## config.mk

```make
export PLATFORM = sky130hd
export DESIGN_NAME = max7219_rx
export DESIGN_NICKNAME = d
export VERILOG_FILES = /design/src/rtl/max7219_rx.sv
export SDC_FILE = /design/constraint.sdc
export NUM_CORES = 1
export LEC_CHECK = 0
export ABC_CLOCK_PERIOD_IN_PS = 2400
export BUFFER_PORTS_ARGS = -buffer_cell sky130_fd_sc_hd__buf_2
export CORE_UTILIZATION = 40
export CTS_BUF_LIST = sky130_fd_sc_hd__clkbuf_4
export DETAILED_ROUTE_END_ITERATION = 10
export PLACE_DENSITY = 0.68
export SLEW_MARGIN = 20
export SYNTH_ARGS = -nofsm -noshare
export SYNTH_HDL_FRONTEND = slang
export SYNTH_SLANG_ARGS = --single-unit
```

## constraint.sdc

```tcl
create_clock -name clk -period 2.4 [get_ports clk]
set_input_delay 0.48 -clock clk [delete_from_list [all_inputs] [get_ports clk]]
set_output_delay 0.48 -clock clk [all_outputs]
set_load 0.01 [all_outputs]
```

## src/rtl/max7219_rx.sv

```systemverilog
// MAX7219 serial receiver: oversamples din/clk/ce_ pins, shadows the register
// file and decodes digit segment patterns back to hex nibbles.
module max7219_rx #(
   parameter int SYNC_STAGES = 2
) (
   input  logic        clk,
   input  logic        rst_n,
   input  logic        max_din,
   input  logic        max_clk,
   input  logic        ce_,
   output logic [63:0] digits,
   output logic [7:0]  decode_mode,
   output logic [3:0]  intensity,
   output logic [2:0]  scan_limit,
   output logic        shutdown_n,
   output logic        display_test,
   output logic [31:0] hex_value,
   output logic [7:0]  hex_valid,
   output logic        frame_valid,
   output logic [3:0]  frame_addr,
   output logic [7:0]  frame_data,
   output logic        frame_err
);

   localparam logic [1:0] ST_IDLE  = 2'd0;
   localparam logic [1:0] ST_SHIFT = 2'd1;
   localparam logic [1:0] ST_LATCH = 2'd2;

   logic [SYNC_STAGES-1:0] din_sync, clk_sync, ce_sync;
   logic                   clk_hist, ce_hist;
   logic                   din_s, clk_s, ce_s;
   logic                   clk_rise, ce_rise, ce_fall;

   logic [1:0]             state;
   logic [15:0]            shift_reg;
   logic [4:0]             bit_cnt;
   logic [7:0][7:0]        digit_reg;
   logic [3:0]             unused_hi;

   // ce_ idles high, so its chain resets to 1 to avoid a false edge on release
   always_ff @(posedge clk or negedge rst_n) begin
      if (!rst_n) begin
         din_sync <= '0;
         clk_sync <= '0;
         ce_sync  <= '1;
         clk_hist <= 1'b0;
         ce_hist  <= 1'b1;
      end else begin
         din_sync <= {din_sync[SYNC_STAGES-2:0], max_din};
         clk_sync <= {clk_sync[SYNC_STAGES-2:0], max_clk};
         ce_sync  <= {ce_sync[SYNC_STAGES-2:0], ce_};
         clk_hist <= clk_s;
         ce_hist  <= ce_s;
      end
   end

   assign din_s     = din_sync[SYNC_STAGES-1];
   assign clk_s     = clk_sync[SYNC_STAGES-1];
   assign ce_s      = ce_sync[SYNC_STAGES-1];
   assign clk_rise  = clk_s & ~clk_hist;
   assign ce_rise   = ce_s & ~ce_hist;
   assign ce_fall   = ~ce_s & ce_hist;
   assign unused_hi = shift_reg[15:12];

   // Register write and pulses happen on the ce_ rising edge itself so they
   // are visible the cycle after that edge; LATCH is a one-cycle guard state.
   always_ff @(posedge clk or negedge rst_n) begin
      if (!rst_n) begin
         state        <= ST_IDLE;
         shift_reg    <= '0;
         bit_cnt      <= '0;
         digit_reg    <= '0;
         decode_mode  <= '0;
         intensity    <= '0;
         scan_limit   <= '0;
         shutdown_n   <= 1'b0;
         display_test <= 1'b0;
         frame_valid  <= 1'b0;
         frame_err    <= 1'b0;
         frame_addr   <= '0;
         frame_data   <= '0;
      end else begin
         frame_valid <= 1'b0;
         frame_err   <= 1'b0;
         case (state)
            ST_IDLE: begin
               if (ce_fall) begin
                  state     <= ST_SHIFT;
                  shift_reg <= '0;
                  bit_cnt   <= '0;
               end
            end
            ST_SHIFT: begin
               if (ce_rise) begin
                  state <= ST_LATCH;
                  if (bit_cnt == 5'd16) begin
                     frame_valid <= 1'b1;
                     frame_addr  <= shift_reg[11:8];
                     frame_data  <= shift_reg[7:0];
                     case (shift_reg[11:8])
                        4'h9: decode_mode  <= shift_reg[7:0];
                        4'hA: intensity    <= shift_reg[3:0];
                        4'hB: scan_limit   <= shift_reg[2:0];
                        4'hC: shutdown_n   <= shift_reg[0];
                        4'hF: display_test <= shift_reg[0];
                        default: begin
                           for (int i = 0; i < 8; i++)
                              if (shift_reg[11:8] == 4'(i + 1))
                                 digit_reg[i] <= shift_reg[7:0];
                        end
                     endcase
                  end else begin
                     frame_err <= 1'b1;
                  end
               end else if (clk_rise) begin
                  shift_reg <= {shift_reg[14:0], din_s};
                  if (bit_cnt != 5'd31)
                     bit_cnt <= bit_cnt + 5'd1;
               end
            end
            default: state <= ST_IDLE;
         endcase
      end
   end

   assign digits = digit_reg;

   // Segment pattern (a..g = bits 6..0) to {match, nibble}
   function automatic logic [4:0] glyph_dec(input logic [6:0] seg);
      case (seg)
         7'h7E: glyph_dec = 5'h10;
         7'h30: glyph_dec = 5'h11;
         7'h6D: glyph_dec = 5'h12;
         7'h79: glyph_dec = 5'h13;
         7'h33: glyph_dec = 5'h14;
         7'h5B: glyph_dec = 5'h15;
         7'h5F: glyph_dec = 5'h16;
         7'h70: glyph_dec = 5'h17;
         7'h7F: glyph_dec = 5'h18;
         7'h7B: glyph_dec = 5'h19;
         7'h77: glyph_dec = 5'h1A;
         7'h1F: glyph_dec = 5'h1B;
         7'h4E: glyph_dec = 5'h1C;
         7'h3D: glyph_dec = 5'h1D;
         7'h4F: glyph_dec = 5'h1E;
         7'h47: glyph_dec = 5'h1F;
         default: glyph_dec = 5'h00;
      endcase
   endfunction

   always_comb begin
      logic [4:0] dec;
      hex_value = '0;
      hex_valid = '0;
      for (int i = 0; i < 8; i++) begin
         dec = glyph_dec(digit_reg[i][6:0]);
         if (dec[4] && !decode_mode[i]) begin
            hex_valid[i]       = 1'b1;
            hex_value[4*i +: 4] = dec[3:0];
         end
      end
   end

endmodule

```

### After elaboration in Yosys (flattened, before gate mapping)

Cells that the tools add are included.

* bits in writable memories: 0
* memories: 0
* memory bits (read-only): 0
* bits in registers: 122
* bits in latches: 0
* logic and storage cells: 260

* mux-type cells: 42
* multiply operators: 0
* bitwise operators: 7
* shift operators: 0
* reductions and logical operators: 36
* equality and inequality tests: 149
* add/subtract/negate cells: 1
* div/mod/pow operators: 0
* magnitude comparators: 0

Operator list (number)
* $eq 7x7->1 const B: 96
* $pmux 5 s16: 8
* $eq 7x6->1 const B: 24
* $eq 7x5->1 const B: 8
* $reduce_and 5->1: 9
* $mux 12: 3
* $mux 4: 8
* $eq 4x4->1 const B: 6
* $pmux 12 s2: 1
* $reduce_and 4->1: 6
* $mux 5: 4
* $eq 4x3->1 const B: 4
* $mux 1: 14
* $ne 2x2->1 const B: 5
* $pmux 5 s2: 1
* $eq 4x2->1 const B: 2
* $logic_and 1x1->1: 8
* $logic_not 1->1: 8
* $add 5x1->5 const B: 1
* $eq 5x5->1 const B: 1
* $ne 5x5->1 const B: 1
* $reduce_or 5->1: 1
* $eq 4x1->1 const B: 1
* $mux 2: 2
* 8 further kinds: 13

### Longest topological paths before layout

Gate-level depths: netlist of the first run.

* word-level depth: 5
* depth in mapped cells: 8
* mapped depth without buffers: 7

### Worst setup path before layout of the first run

Ideal clock, no wire load.

* path kind: register -> output
* start point: reg digit_reg (netlist bit digits[18])
* end point: out hex_valid[2]
* arrival time: 1793 ps
* buffers on the path: 1
* data required time: 1920 ps
* cell stages (with the launch flop): 7
* setup slack: 127 ps
* cell sequence: dfrtp_1 > buf_2 > nor2_1 > a21oi_1 > or4b_2 > o311a_1 > a31oi_1

* cells in the longest elaborated chain, start to end: 4
* elaborated cells on any way between the ends: 19
* classes of those cells: eq/ne: 16; mux: 2; reduce/logical: 1

Ends and longest elaborated chain
* start, declared: line 37 `logic [7:0][7:0] digit_reg;`
* start signal, assigned by index: line 109 `digit_reg[i] <= shift_reg[7:0];`
* $eq 7x7->1, or another cell as far along: line 130 `case (seg)`
* $pmux 5 s16 *: line 130
* $logic_and 1x1->1 *: line 157 `if (dec[4] && !decode_mode[i]) begin`
* $mux 1 *: line 157
* end, declared: line 18 `output logic [7:0] hex_valid,`

Every way passes the cells marked *; elsewhere a longest branch is shown, timed or not.

### Worst setup path in the final report of the first run

* start point: reg digit_reg (netlist bit digits[17])
* end point: out hex_valid[2]

The elaborated chain is that of the path after synthesis.

==> results.ini, run 1 <==
[drt]
drtIter0Drc = 509
antenna_left = 0
vias_per_cell = 5.78
drc = 22
wl_per_cell_um = 18.2
dr.pass1.iters = 8
detail_route.wirelength_um = 24000
via_count = 7613

[cells_and_area]
areaGrowthSynthToFinish_pct = 46.2
layout_commonest_cell = buf_2
drive_gt1_share_pct = 55.5
final_cell_mix = buf_2, buf_4, dfrtp_1, mux2_2, nand2_1
stdcell_count = 1316
postLayoutCellArea_sq_um = 10900
antenna_cells = 0
nets = 1083
largest_reg_flops = 64

[synth]
ys_async_sr_fraction_pct = 100
synth_edf_count = 0
syn_inst = 809
yosys.area.top_type_share_pct = 40.1
syn_avg_cell_area_sq_um = 9.19
synth.net_count = 817
synth_area_leaders = dfrtp_1, mux2_2, o21ai_0
ys.flop_type = dfrtp_1
syn_area_sq_um = 7430
ys_warn_count = 0
synth_area_leader_cell = dfrtp_1
synth.distinct_cells = 73
synth-seq-cells = 122
ys_seq_area_share_pct = 41.1

[clock_tree]
numCtsBuffers = 17
htreeDepth = 4
ctsRootBufferMaster = clkbuf_4
path_clk_slew_ps = 110
insertion_delay_ps = 530
cts_sinks = 122
cts_buffer_depth = 2
cts_tree = done

[worst_setup_path]
crit_required_ps = 1920
cp-end-kind = primary output
cpPeakStageDelay_ps = 490
r2r_slack_ps = 200
crit_type = reg -> out
critPathArrivalTime_ps = 2240
reg2reg_to = decode_mode[7]
path_delay_family = simple AND/OR/NAND/NOR gates
rr_worst_depth = 7
worstReg2RegStart = bit_cnt[0]
crit_slowest_cell = or4b_4
crit_path_start_kind = register
crit_fanout = 4
cp.depth = 6
path_cells = and3b_1 -> a21oi_1 -> or4b_4 -> o311a_1 -> a31oi_1 -> buf_2
cp_num_buf_inv = 1

[timing]
rsz0062_at_grt = yes
period_minus_slack_ps = 2720
setup_viol = 34
fmax_mhz = 368
hold_viol = 4
finalMaxSlewViolations = 0
finClkSkew_ps = 18.7
fin_crit_sh_pct = 113
max_slew_margin_pct = 47.4
finalSetupTns_ps = -3810
whs_ps = -13.6
setup_ws_ps = -321
tightest_slew_ps = 789

[outcome]
violations = design-rule violations, negative hold slack, negative setup slack
status = complete, but fails checks

[placement]
dpl_cell_area_sq_um = 8460
dpl.cell_count = 1145
gp_congestion = 0.865
io_buffers = 139
dp_hpwl_um = 12900

[power]
power.total_mw = 3.83
ir_drop_mv = 0.378
p_per_area_nw_per_um2 = 352
p_leak_nw = 5.14

[global_routing]
grt_max_degree = 123
gr-total-overflow = 0
antenna_found_initial = 0
grt_pass1_vias = 6942
grt_pass1_wl_um = 35700
grt_usage_pct = 23.0

[job]
max_cap_viol_count = 0

[floorplan]
boundaryPins = 140
start_util_pct = 41.1
dieWidth_um = 138
rows = 49
core-area_sq_um = 18100
die_h_um = 138
die_area_sq_um = 19100

[hold_path]
hold_path.class = in -> async

report_power, final:
group / internal (mW) / total [mW] / leakage [nW] / switching, mW
logic: 0.0519 / 0.162 / 3.37 / 0.110
clock network: 0.734 / 1.48 / 0.155 / 0.744
registers: 2.09 / 2.19 / 1.62 / 0.0912
layout make-up:
cell class / count / area (sq um)
clock inverters: 11 / 129
inverters: 22 / 82.6
repair buffers: 320 / 2270
fillers: 1442 / 7220
multi-input cells: 592 / 4840
clock buffers: 20 / 150
flip-flops and latches: 122 / 3100
well taps: 229 / 287
worst register-to-register path, stage by stage, from the launching register on:
cell and delay (ps):
dfrtp_1 410, inv_1 90, ha_1 140, and4bb_2 280
nand2_4 140, nor3b_2 360, nand2_2 290, mux2_2 350
timing repair:
action	4_1_cts	5_1_grt
pin swaps	71	46
setup buffers	112	30
hold buffers	0	0
endpoints found under the setup margin	40	40
resized for setup	179	109
cells in the mapped netlist, types with 4 or more instances:
cell type  number
a21oi_1        34
a311oi_1        5
a31o_2          5
a31oi_1        17
a32oi_1         5
a41oi_1         7
and2_1          5
and3_1          5
buf_2           5
clkbuf_1       67
dfrtp_1       119
inv_1          22
mux2_2         78
mux2i_1        10
nand2_1        64
nand2_2         5
nand2b_1       20
nand3_1        48
nand3b_1        9
nand4_1         9
nand4b_1        6
nor2_1         45
nor2b_1        17
nor3_1         12
nor3b_1         9
nor4_1         11
nor4b_1         4
o21ai_0        58
o22ai_1         7
o31ai_1         4
o32ai_1         6
or3_1           7
or3b_2          4
or4_1           4
xnor2_1         6
xor2_1          7
through the flow:
step / utilization (%) / worst slack (ps) / hold WS, ps
6_report: 60.1 / -321 / -13.6
5_1_grt: 60.1 / -463 / 3.97
4_1_cts: 56.4 / -285 / 5.74
3_5_place_dp: 46.8 / 149 / 336
3_3_place_gp: 46.8 / 180 / 332
2_1_floorplan: - / 127 / 184
worst max path at each step:
| stage | slack (ps) | startpoint | to |
|---|---|---|---|
| finish | -320 | digits[17] | hex_valid[2] |
| detailed placement | 150 | digits[18] | hex_valid[2] |
| floorplan | 130 | digits[18] | hex_valid[2] |
| global placement | 180 | digits[18] | hex_valid[2] |
| global route | -460 | digits[17] | hex_valid[2] |
| CTS | -290 | digits[18] | hex_valid[2] |
cell families after synthesis:
| kind of cell | after synthesis | synth area share (%) |
|---|---|---|
| buf+inv | 95 | 4.88 |
| simple gates | 304 | 22.8 |
| fa+ha+maj | 3 | 0.505 |
| flops | 122 | 41.1 |
| mux | 88 | 13.2 |
| xor+xnor | 13 | 1.53 |
| compound gates | 184 | 15.9 |
layer usage:
metal	vias up	share of wire, %	GRT usage, %
li1	3505	-	-
met5	-	0	0
met3	63	4.8	3.78
met4	0	2.9	8.28
met2	272	48	37.5
met1	3773	44	30.8
Note: power is estimated with default switching activity, not from simulation.
==> run 2: changes to the inputs <==
ABC_CLOCK_PERIOD_IN_PS = 2800   (was 2400)
clock period = 2.8 ns   (was 2.4 ns; I/O delays follow)
==> results.ini, run 2 (synthesis gave the netlist of run 1 again) <==
[worst_setup_path]
rr_worst_depth = 7  ; unchanged
crit_fanout = 4  ; unchanged
crit_type = reg -> out  ; unchanged
crit_required_ps = 2240  ; was 1920 ps
reg2reg_to = digits[7]  ; was decode_mode[7]
critPathArrivalTime_ps = 2160  ; was 2240 ps
cp-end-kind = primary output  ; unchanged
worstReg2RegStart = bit_cnt[0]  ; unchanged
crit_path_start_kind = register  ; unchanged
r2r_slack_ps = 540  ; was 200 ps

[global_routing]
gr-total-overflow = 0  ; unchanged
grt_usage_pct = 20.2  ; was 23.0%
grt_max_degree = 49  ; was 123
grt_pass1_wl_um = 31500  ; was 35700 um
antenna_found_initial = 0  ; unchanged
grt_pass1_vias = 5923  ; was 6942

[drt]
antenna_left = 0  ; unchanged
detail_route.wirelength_um = 19900  ; was 24000 um
dr_wl_met2_um = 9120  ; was 11600 um
vias_per_cell = 5.64  ; was 5.78
dr.pass1.iters = 8  ; unchanged
met3_wirelength_um = 881  ; was 1160 um
via_count = 6803  ; was 7613
highest_layer = met4  ; unchanged
wl_per_cell_um = 16.5  ; was 18.2 um
wl_met1_um = 9690  ; was 10500 um
drc = 22  ; unchanged
drtIter0Drc = 497  ; was 509

[clock_tree]
cts_buffer_depth = 2  ; unchanged
insertion_delay_ps = 510  ; was 530 ps
htreeDepth = 4  ; unchanged
path_clk_slew_ps = 110  ; about the same
cts_tree = done  ; unchanged
ctsRootBufferMaster = clkbuf_4  ; unchanged
numCtsBuffers = 17  ; unchanged
cts_sinks = 122  ; unchanged

[cells_and_area]
nets = 973  ; was 1083
final_core_util_pct = 50.6  ; was 60.1%
layout_commonest_cell = buf_2  ; unchanged
final_cell_mix = buf_2, dfrtp_1, mux2_2, buf_4, nand2_1  ; was buf_2, buf_4, dfrtp_1, mux2_2, nand2_1
postLayoutCellArea_sq_um = 9150  ; was 10900 sq um
stdcell_count = 1206  ; was 1316
seqCellArea_sq_um = 3110  ; was 3100 sq um
antenna_cells = 0  ; unchanged
drive_gt1_share_pct = 41.8  ; was 55.5%
n_fill_cell = 1703  ; was 1442
multi_input_area_sq_um = 4170  ; was 4840 sq um
largest_reg_flops = 64  ; unchanged
areaGrowthSynthToFinish_pct = 23.1  ; was 46.2%

[timing]
period_minus_slack_ps = 2720
tightest_slew_ps = 666  ; was 789 ps
hold_viol = 0  ; was 4
setup_ws_ps = 84.3  ; was -321 ps
max_slew_margin_pct = 55.6  ; was 47.4%
whs_ps = 57.6  ; was -13.6 ps
finalMaxSlewViolations = 0  ; unchanged
rsz0062_at_grt = yes  ; unchanged
fmax_mhz = 368
fin_crit_sh_pct = 97.0
setup_viol = 0  ; was 34
finClkSkew_ps = 20.8  ; was 18.7 ps

[outcome]
status = complete, but fails checks  ; unchanged
violations = design-rule violations  ; was design-rule violations, negative hold slack, negative setup slack

[power]
pwr-share-seq_pct = 60.2  ; was 57.1%
p_sw_mw = 0.806  ; was 0.945 mW
swShare_pct = 25.9  ; was 24.7%
ir_drop_mv = 0.278  ; was 0.378 mV
p_per_area_nw_per_um2 = 340  ; was 352 nW/um^2
p_int_mw = 2.30  ; was 2.88 mW
p_leak_nw = 4.32  ; was 5.14 nW
p_clk_share_pct = 35.2  ; was 38.6%
pwr-share-comb_pct = 4.6  ; was 4.2%

[job]
max_cap_viol_count = 0  ; unchanged

[placement]
place_ws_ps = 349  ; was 149 ps
dpl_cell_area_sq_um = 8280  ; was 8460 sq um
dp_hpwl_um = 12800  ; was 12900 um
dpl.cell_count = 1122  ; was 1145
gp_congestion = 0.905  ; was 0.865
io_buffers = 139  ; unchanged

[floorplan]
start_util_pct = 41.1  ; unchanged
die_area_sq_um = 19100  ; unchanged
core-area_sq_um = 18100  ; unchanged
dieWidth_um = 138  ; unchanged
rows = 49  ; unchanged
boundaryPins = 140  ; unchanged
die_h_um = 138  ; unchanged

[hold_path]
hold_path.class = in -> async  ; unchanged

## run 2: cell types whose count changed in the layout (fill, tap and decap cells not counted), sizes merged
cell	change
clkbuf	-1
bufinv	-2
buf	-108
clkinv	+1
## run 2: what timing repair did
item | CTS | global route
pin swaps | 2 | 10
gates resized for setup | 28 | 58
buffers inserted | 19 | 34
hold endpoints to repair | 0 | 0
endpoints found under the setup margin | 12 | 26
cloned | 0 | 0
hold buffers | 0 | 0
## run 2: how the worst max path moves through the flow
stage                    to  cells after the start  slack (ps)        from
2_1_floorplan  hex_valid[2]                      6         450  digits[18]
3_3_place_gp   hex_valid[2]                      6         380  digits[19]
3_5_place_dp   hex_valid[2]                      6         350  digits[19]
4_1_cts        hex_valid[0]                      6           3   digits[1]
5_1_grt        hex_valid[0]                      6         -70   digits[3]
6_report       hex_valid[0]                      6          80   digits[3]
## run 2: power by group through the flow
stage	Sequential (mW)	Combinational, mW	Clock (mW)
after global routing	1.88	0.166	1.20
after CTS	1.87	0.146	1.13
after global placement	1.91	0.142	0
after floorplan	1.85	0.0968	0
final	1.87	0.142	1.10
after detailed placement	1.91	0.145	0
## run 2: area by class of cell
class	count	share of cell area, %
clock inverters	10	0.862
clock buffers	21	1.72
multi-input cells	592	45.6
inverters	22	0.903
well taps	229	3.13
flip-flops and latches	122	34.0
repair buffers	210	13.8
## run 2: worst max-delay path: stages (launching register included)
cell and delay [ps]:
dfrtp_2 440, nand2b_4 150, or4_4 510, o311ai_2 100, o21ai_1 140, a31oi_1 170, buf_2 150
## run 2: routing by layer
metal	vias to the layer above	GRT usage [%]
met4	0	4.97
met3	15	3.43
met5	-	0
met1	3311	29.3
li1	3283	-
met2	194	31.3
## run 2: stage by stage
stage	setup TNS (ps)	power (mW)
3_3_place_gp	0	2.05
2_1_floorplan	0	1.95
3_5_place_dp	0	2.05
6_report	0	3.11
5_1_grt	-253	3.24
4_1_cts	0	3.15
